**config.mk**
```make
export PLATFORM = sky130hd
export DESIGN_NAME = pump_duty_scheduler
export DESIGN_NICKNAME = d
export VERILOG_FILES = /design/src/rtl/pump_duty_scheduler.sv
export SDC_FILE = /design/constraint.sdc
export NUM_CORES = 1
export LEC_CHECK = 0
export CAP_MARGIN = 30
export CORE_UTILIZATION = 35
export CTS_BUF_LIST = sky130_fd_sc_hd__clkbuf_16
export CTS_CLUSTER_DIAMETER = 60
export CTS_CLUSTER_SIZE = 40
export DETAILED_ROUTE_END_ITERATION = 8
export GPL_TIMING_DRIVEN = 0
export PLACE_DENSITY = 0.56
export SLEW_MARGIN = 0
export SYNTH_ARGS = -nofsm -noshare
export SYNTH_HDL_FRONTEND = slang
export SYNTH_SLANG_ARGS = --single-unit
```
**constraint.sdc**
```tcl
create_clock -name clk -period 8.8 [get_ports clk]
set_input_delay 0.88 -clock clk [delete_from_list [all_inputs] [get_ports clk]]
set_output_delay 0.88 -clock clk [all_outputs]
set_load 0.01 [all_outputs]
```
**src/rtl/pump_duty_scheduler.sv**
```systemverilog
// Pump duty scheduler: slews two pump duty requests one LSB per ramp tick,
// servicing the pumps round-robin, capping the sum of both duties to a shared
// power budget and holding pump B off for a stagger window after every halt.
module pump_duty_scheduler #(
  parameter int RAMP_DIV      = 25_000,
  parameter int STAGGER_TICKS = 500,
  parameter int BUDGET        = 320
) (
  input  logic       clk,
  input  logic       reset,
  input  logic [7:0] tgt_a,
  input  logic [7:0] tgt_b,
  input  logic       estop,
  output logic [7:0] duty_out_a,
  output logic [7:0] duty_out_b,
  output logic       budget_limited,
  output logic       settled,
  output logic [1:0] state_o
);

  localparam int CNT_W = $clog2(RAMP_DIV + 1);
  localparam int STG_W = $clog2(STAGGER_TICKS + 2);
  // Budgets of 511 and above can never bind on a 9-bit sum, so clamp there.
  localparam int BUD_C = (BUDGET > 511) ? 511 : ((BUDGET < 0) ? 0 : BUDGET);
  localparam logic [9:0]       BUD_LIM   = 10'(BUD_C);
  localparam logic [CNT_W-1:0] TICK_LAST = CNT_W'(RAMP_DIV - 1);
  localparam logic [STG_W-1:0] STG_LOAD  = STG_W'(STAGGER_TICKS);

  typedef enum logic [1:0] {
    ST_HALT    = 2'b00,
    ST_STAGGER = 2'b01,
    ST_RUN     = 2'b10
  } state_e;

  state_e           state_q, state_d;
  logic [CNT_W-1:0] tick_cnt_q, tick_cnt_d;
  logic [STG_W-1:0] stag_cnt_q, stag_cnt_d;
  logic [7:0]       duty_a_q, duty_a_d;
  logic [7:0]       duty_b_q, duty_b_d;
  logic             rr_q, rr_d;        // 0 = pump A has priority, 1 = pump B
  logic             blim_q, blim_d;

  logic       tick;
  logic [7:0] eff_b;
  logic       fits;
  logic       up_a, dn_a, up_b, dn_b;
  logic       elig_a, elig_b;
  logic       serve_a, serve_b;

  // True when one more LSB on either pump keeps the combined duty in budget.
  function automatic logic inc_fits(input logic [7:0] a, input logic [7:0] b);
    logic [9:0] next_sum;
    next_sum = {2'b00, a} + {2'b00, b} + 10'd1;
    return next_sum <= BUD_LIM;
  endfunction

  // Per-pump direction, eligibility and the round-robin pick for this tick.
  always_comb begin
    tick    = (state_q != ST_HALT) && (tick_cnt_q == TICK_LAST);
    eff_b   = (state_q == ST_STAGGER) ? 8'd0 : tgt_b;
    fits    = inc_fits(duty_a_q, duty_b_q);
    up_a    = duty_a_q < tgt_a;
    dn_a    = duty_a_q > tgt_a;
    up_b    = duty_b_q < eff_b;
    dn_b    = duty_b_q > eff_b;
    elig_a  = dn_a || (up_a && fits);
    elig_b  = dn_b || (up_b && fits);
    serve_a = 1'b0;
    serve_b = 1'b0;
    if (!rr_q) begin
      if (elig_a)      serve_a = 1'b1;
      else if (elig_b) serve_b = 1'b1;
    end else begin
      if (elig_b)      serve_b = 1'b1;
      else if (elig_a) serve_a = 1'b1;
    end
  end

  // Next-state logic: estop override, halt exit, stagger countdown and stepping.
  always_comb begin
    state_d    = state_q;
    tick_cnt_d = tick_cnt_q;
    stag_cnt_d = stag_cnt_q;
    duty_a_d   = duty_a_q;
    duty_b_d   = duty_b_q;
    rr_d       = rr_q;
    blim_d     = blim_q;
    if (estop) begin
      state_d    = ST_HALT;
      tick_cnt_d = '0;
      duty_a_d   = 8'd0;
      duty_b_d   = 8'd0;
      rr_d       = 1'b0;
      blim_d     = 1'b0;
    end else begin
      case (state_q)
        ST_HALT: begin
          tick_cnt_d = '0;
          stag_cnt_d = STG_LOAD;
          state_d    = (STAGGER_TICKS == 0) ? ST_RUN : ST_STAGGER;
        end
        ST_STAGGER, ST_RUN: begin
          tick_cnt_d = tick ? '0 : tick_cnt_q + CNT_W'(1);
          if (tick) begin
            blim_d = (up_a && !fits) || (up_b && !fits);
            if (serve_a) begin
              duty_a_d = dn_a ? duty_a_q - 8'd1 : duty_a_q + 8'd1;
              rr_d     = 1'b1;
            end else if (serve_b) begin
              duty_b_d = dn_b ? duty_b_q - 8'd1 : duty_b_q + 8'd1;
              rr_d     = 1'b0;
            end
            if (state_q == ST_STAGGER) begin
              stag_cnt_d = stag_cnt_q - STG_W'(1);
              if (stag_cnt_q <= STG_W'(1)) state_d = ST_RUN;
            end
          end
        end
        default: state_d = ST_HALT;
      endcase
    end
  end

  // State and datapath registers, cleared asynchronously by reset.
  always_ff @(posedge clk or posedge reset) begin
    if (reset) begin
      state_q    <= ST_HALT;
      tick_cnt_q <= '0;
      stag_cnt_q <= '0;
      duty_a_q   <= 8'd0;
      duty_b_q   <= 8'd0;
      rr_q       <= 1'b0;
      blim_q     <= 1'b0;
    end else begin
      state_q    <= state_d;
      tick_cnt_q <= tick_cnt_d;
      stag_cnt_q <= stag_cnt_d;
      duty_a_q   <= duty_a_d;
      duty_b_q   <= duty_b_d;
      rr_q       <= rr_d;
      blim_q     <= blim_d;
    end
  end

  assign duty_out_a     = duty_a_q;
  assign duty_out_b     = duty_b_q;
  assign budget_limited = blim_q;
  assign settled        = (state_q == ST_RUN) && (duty_a_q == tgt_a) && (duty_b_q == tgt_b);
  assign state_o        = state_q;

endmodule

```
==> metrics.yaml, run 1 <==
clock.fmax_mhz: 205.9
place_ws_ns: 3.621
final_cell_mix: "dfrtp_1, ha_1, a21oi_1"
worstSkewPairLatency_ns: 0.28
cts-htree-levels: 2
synthArstFlopShare_pct: 100.0
synth_ff_type: "dfrtp_1"
pwr_density_cell_nw_per_um2: 115.9
die_h_um: 104.4
p_int_uw: 378.1
slew_headroom_pct: 32.74
routed_wl_um: 8788
ir_worst_vdd_v: 0.0001026
cp-end-kind: "register"
ioPinCount: 39
die_area_um2: 10900
antenna_found_initial: 0
hold_class: "register to register"
area_growth_pct: 20.01
port_buffers: 38
final_nets: 536
syn_avg_cell_area_um2: 8.617
cts_resized: 0
grt_pass1_vias: 3279
cellLeakagePower_uw: 0.001866
ant_nets: 0
power_frac_clock_pct: 40.6
p_sw_share_pct: 25.95
syn_nets: 490
fin_crit_sh_pct: 55.20
tightest_slew_ns: 1.001
worst_slack_ns: 3.943
share_comb_of_total_power_pct: 15.3
synth_cell_type_count: 59
wl_per_cell_um: 14.43
holdBufCountCts: 0
clock_path_buffers: 2
layout_commonest_cell: "dfrtp_1"
hold_viol: 0
reg2reg_slack_ns: 4.34
initial_core_util_pct: 35.88
finalClockSkew_ns: 0.005247
outcome: "completed"
overflow: 0
worstHoldStart: "tick_cnt_q[13]"
tns_ns: 0
min_path_cells: 1
post-cts-setup-buffer-count: 0
rsz0062_at_grt: "no"
synth_warnings: 0
vias: 3262
syn-cell-area_um2: 3671
num_antenna_cells: 0
cap_violations: 0
synth_edf_count: 0
die_w_um: 104.4
cts_sinks: 44
cts_tree: "done"
post-dp-hpwl_um: 6823
vias_per_cell: 5.356
path_class: "primary input to register"
path_clk_slew_ns: 0.06
cts_root_buffer: "clkbuf_16"
numCtsBuffers: 5
grtUsageTotal_pct: 17.00
finalCriticalPeriod_ns: 4.857
drt-initial-drc-count: 80
seqPwrFrac_pct: 44.0
drv_slew: 0
finalSetupViolCount: 0
placementRows: 37
startpoint_type: "primary input"
r2r_cells: 18
core_um2: 10230
p_switching_uw: 132.5
cp.arrival_ns: 5.07
ys_ff_latch: 44
worstPathMaxFanout: 8
grt_max_degree: 37
drc: 0
grt_pass1_wl_um: 15300
gp_congestion: 0.8248
yosysSeqAreaShare_pct: 29.99
first_pass_iters: 4
drive_above_1_share_pct: 4.863
netlist_instances: 426
r2r_start: "state_o[1]"
hold_end: "tick_cnt_q[13]"
timing.rr.end: "duty_out_b[7]"
cp.required_ns: 9.01
## logic make-up after synthesis
logic type,Yosys count,share of synthesized area (%)
AOI/OAI and AO/OA,121,21.23
xor gates and xnor gates,28,6.680
adders and majority gates,45,15.75
buffers and inverters,35,3.647
DFF,44,29.99
muxes,2,0.5794
and+or+nand+nor,151,22.12
## per-layer routing
metal  routed length [um]  share of wire, %  up-vias  GRT usage, %
met3                  213               2.4        8         2.005
met1                 4024                46     1555         20.86
li1                     -                 -     1650             -
met4                  102               1.2        0         3.776
met2                 4448                51       49         31.50
met5                    0                 0        -             0
## final cells by class
class	count	area, um^2
Fill cell	1012	5826
Multi-Input combinational cell	347	2436
Sequential cell	44	1101
Timing Repair Buffer	39	400.4
Tap cell	136	170.2
Clock buffer	5	125.1
Inverter	25	93.84
Buffer	10	40.04
Clock inverter	3	38.79
## cell usage after synthesis (all sizes together) (12+ instances only)
cell type / number / area (um^2)
nor2: 36 / 135.1
a21oi: 40 / 200.2
nand3: 16 / 80.08
or3: 14 / 87.58
o21ai: 34 / 170.2
inv: 25 / 93.84
ha: 43 / 538.0
nand4: 12 / 75.07
nand2: 23 / 86.33
xnor2: 21 / 183.9
nand2b: 14 / 87.58
dfrtp: 44 / 1101
## sequential cells by signal, summed over array words and instances, names as in the netlist
register        cells
budget_limited      1
duty_out_a          8
duty_out_b          8
rr_q                1
stag_cnt_q          9
state_o             2
tick_cnt_q         15
## metrics by stage
stage | cell area [um^2] | hold slack, ns | utilization (%) | total power [uW] | cells
final | 4405 | 0.5108 | 43.06 | 510.7 | 609
after global routing | 4405 | 0.5453 | 43.06 | 538.1 | 609
after CTS | 4405 | 0.5098 | 43.06 | 517.9 | 609
after detailed placement | 4242 | 0.5034 | 41.46 | 307.2 | 601
after global placement | 4222 | 0.4772 | 41.26 | 303.1 | 600
after floorplan | 3671 | 0.4516 | - | 277.8 | 426
## worst max-delay path by stage
stage,start,end,cells past startpoint,slack [ns]
finish,tgt_a[1],duty_out_a[7],17,3.94
global route,tgt_a[1],duty_out_a[7],17,3.51
CTS,tgt_a[1],duty_out_a[7],17,3.89
detailed placement,tgt_a[1],duty_out_a[7],17,3.62
global placement,tgt_a[1],duty_out_a[7],17,3.71
floorplan,tgt_a[5],duty_out_a[7],15,4.72
## worst max-delay path, cell delays in order
cell and delay [ns]:
clkdlybuf4s50_1 0.46, inv_1 0.04, ha_1 0.29, nor2b_1 0.14, o211ai_1 0.15, a21oi_1 0.09, a211oi_1 0.67, nor2_1 0.38
ha_1 0.37, a21o_1 0.18, a21oi_1 0.22, o21bai_1 0.09, a21oi_1 0.22, o21ai_0 0.15, xnor2_1 0.17, or4_1 0.42
a21oi_1 0.15
## power by group through the flow
| stage | Sequential (uW) | Clock [uW] | Combinational [uW] |
|---|---|---|---|
| floorplan | 225 | 0 | 52.8 |
| global placement | 227 | 0 | 75.9 |
| detailed placement | 228 | 0 | 79.6 |
| CTS | 225 | 213 | 80.5 |
| global route | 227 | 221 | 90.6 |
| finish | 225 | 207 | 78.4 |
No activity file was read; power rests on OpenSTA's default activity.
==> inputs of run 2 (changes only) <==
PLACE_DENSITY = 0.58   (was 0.56)
clock period = 3.9 ns   (was 8.8 ns; I/O delays follow)
==> run 2 against run 1 <==
Compared with the run above: register-to-register slack worse by 4.1 ns; critical path depth down 1; cell count up 0.66%; sequential share of layout area down 0.40 points; combinational power up 130%; count of clock-buffer cells in the layout unchanged; first-iteration DRC count up 61%; non-clock buffer count up 4; total power up 120%; sequential cell count unchanged; global-route usage up 0.50 points; highest routed layer unchanged.
==> metrics.yaml, run 2 (synthesized netlist as in run 1, its figures left out) <==
outcome: "completed"  # unchanged
total_power_uw: 1103  # was 510.7 uW
die_h_um: 104.4  # unchanged
drc: 0  # unchanged
cts_sinks: 44  # unchanged
core_um2: 10230  # unchanged
initial_core_util_pct: 35.88  # unchanged
startpoint_type: "primary input"  # unchanged
vias_per_cell: 5.431  # was 5.356
cp.arrival_ns: 3.85  # was 5.07 ns
tightest_slew_ns: 0.9653  # was 1.001 ns
cts_tree: "done"  # unchanged
cts_root_buffer: "clkbuf_16"  # unchanged
crit_path_max_incr_delay_ns: 0.45  # was 0.67 ns
num_antenna_cells: 0  # unchanged
fillers: 1045  # was 1012
finalCriticalPeriod_ns: 3.641
overflow: 0  # unchanged
crit_chain: "clkdlybuf4s50_1 > inv_1 > ha_1 > a21o_1 > a21o_1 > a211oi_4 > nor2_4 > ha_1 > a21o_1 > a21oi_1 > o21bai_1 > a21oi_1 > o21ai_0 > xnor2_1 > or4_1 > a21oi_1"  # was clkdlybuf4s50_1 > inv_1 > ha_1 > nor2b_1 > o211ai_1 > a21oi_1 > a211oi_1 > nor2_1 > ha_1 > a21o_1 > a21oi_1 > o21bai_1 > a21oi_1 > o21ai_0 > xnor2_1 > or4_1 > a21oi_1
path_buf_inv: 2  # unchanged
clock.fmax_mhz: 274.7
post-place-cells: 601  # unchanged
rsz0062_at_grt: "no"  # unchanged
grt_pass1_wl_um: 15500  # was 15300 um
clock_path_buffers: 2  # unchanged
final_nets: 540  # was 536
finalClockSkew_ns: 0.007396  # was 0.005247 ns
ir_worst_vdd_v: 0.0001832  # was 0.0001026 V
drt-initial-drc-count: 129  # was 80
die_area_um2: 10900  # unchanged
worstPathMaxFanout: 8  # unchanged
ioPinCount: 39  # unchanged
top_regs: "tick_cnt_q: 15 flops, stag_cnt_q: 9 flops"  # unchanged
gp_congestion: 0.8088  # was 0.8248
cellLeakagePower_uw: 0.001885  # was 0.001866 uW
numCtsBuffers: 5  # unchanged
finalSetupViolCount: 0  # unchanged
layout_commonest_cell: "dfrtp_1"  # unchanged
fin_crit_sh_pct: 93.36
routed_wl_um: 9063  # was 8788 um
placed_cell_area_um2: 4245  # was 4242 um^2
path_clk_slew_ns: 0.06  # about the same
hold_viol: 0  # unchanged
top_register: "tick_cnt_q"  # unchanged
ant_nets: 0  # unchanged
holdBufCountCts: 0  # unchanged
largest_reg_flops: 15  # unchanged
drv_slew: 0  # unchanged
path_class: "primary input to register"  # unchanged
cp.required_ns: 4.11  # was 9.01 ns
pwr_density_cell_nw_per_um2: 246.2  # was 115.9 nW/um^2
grt_max_degree: 36  # was 37
fin_hold_ws_ns: 0.3567  # was 0.5108 ns
wl_per_cell_um: 14.78  # was 14.43 um
fin_area_um2: 4478  # was 4405 um^2
die_w_um: 104.4  # unchanged
layoutNonFillerInstCount: 613  # was 609
hold_class: "primary input to asynchronous set/reset pin"  # was register to register
final_util_pct: 43.77  # was 43.06%
cap_violations: 0  # unchanged
critPathSlowestCell: "clkdlybuf4s50_1"  # was a211oi_1
port_buffers: 38  # unchanged
grtUsageTotal_pct: 17.50  # was 17.00%
vias: 3329  # was 3262
placementRows: 37  # unchanged
cpLargestDelayFamily: "compound AO/OA/AOI/OAI gates"  # unchanged
antenna_found_initial: 0  # unchanged
cts-htree-levels: 2  # unchanged
slew_headroom_pct: 35.15  # was 32.74%
area_growth_pct: 21.98  # was 20.01%
post-dp-hpwl_um: 6832  # was 6823 um
worstSkewPairLatency_ns: 0.29  # was 0.28 ns
first_pass_iters: 5  # was 4
cp-end-kind: "register"  # unchanged
drive_above_1_share_pct: 7.128  # was 4.863%
final_cell_mix: "dfrtp_1, ha_1, clkdlybuf4s50_1"  # was dfrtp_1, ha_1, a21oi_1
grt_pass1_vias: 3200  # was 3279
==> run 2: cell types whose count changed in the layout (fill, tap and decap cells not counted), moves of 2 or more <==
cell	change
a21oi_1	-4
buf_4	+5
a21oi_4	+2
a21oi_2	+2
==> run 2: worst reg2reg max path, cell delays in order (launching register included) <==
cell and delay (ns):
dfrtp_1 0.42, inv_1 0.12, ha_4 0.21, nand2b_1 0.16, ha_1 0.29, a21o_1 0.18
a21o_1 0.20, a21oi_4 0.20, a21oi_4 0.10, buf_4 0.14, ha_1 0.32, a21oi_2 0.18
o21bai_1 0.10, a21oi_2 0.18, o21ai_0 0.13, xnor2_1 0.15, nor3_2 0.11, mux2_1 0.33
==> run 2: path summary, 6_finish.rpt <==
check,startpoint,to,slack [ns],depth (start not counted)
setup / recovery,tgt_a[5],duty_out_a[7],0.26,16
hold / removal,reset,duty_out_a[0],0.36,2
setup reg to reg,state_o[1],duty_out_b[7],0.28,17
hold reg to reg,stag_cnt_q[7],stag_cnt_q[7],0.50,1
max in group asynchronous,reset,stag_cnt_q[3],3.08,3
min in group clk,stag_cnt_q[7],stag_cnt_q[7],0.50,1
==> run 2: per-stage QoR <==
| stage | setup WS (ns) | setup TNS (ns) |
|---|---|---|
| global route | 0.01883 | 0 |
| floorplan | 0.1582 | 0 |
| global placement | -0.7522 | -2.306 |
| detailed placement | -0.8174 | -2.506 |
| finish | 0.2590 | 0 |
| CTS | 0.03428 | 0 |
==> run 2: layout make-up <==
cell class                      count  area [um^2]  area share, %
Inverter                           25        93.84          2.096
Buffer                              9        36.28         0.8103
Tap cell                          136        170.2          3.800
Multi-Input combinational cell    347         2499          55.80
Sequential cell                    44         1101          24.59
Clock inverter                      3        15.01         0.3353
Clock buffer                        5        125.1          2.794
Timing Repair Buffer               44        437.9          9.779
==> run 2: power breakdown <==
part | switching [uW] | internal [uW]
Clock | 180 | 233
Sequential | 27.3 | 479
Combinational | 104 | 80.3
==> run 2: what timing repair did <==
item                       CTS  global route
resized for setup            6             5
pin swaps                    1             2
setup endpoints to repair    4             2
setup buffers                0             5
==> run 2: routing by layer <==
layer	GRT usage [%]	share of wire, %
met5	0	0
met3	2.256	2.5
met1	21.09	45
met2	32.40	51
met4	4.592	1.3
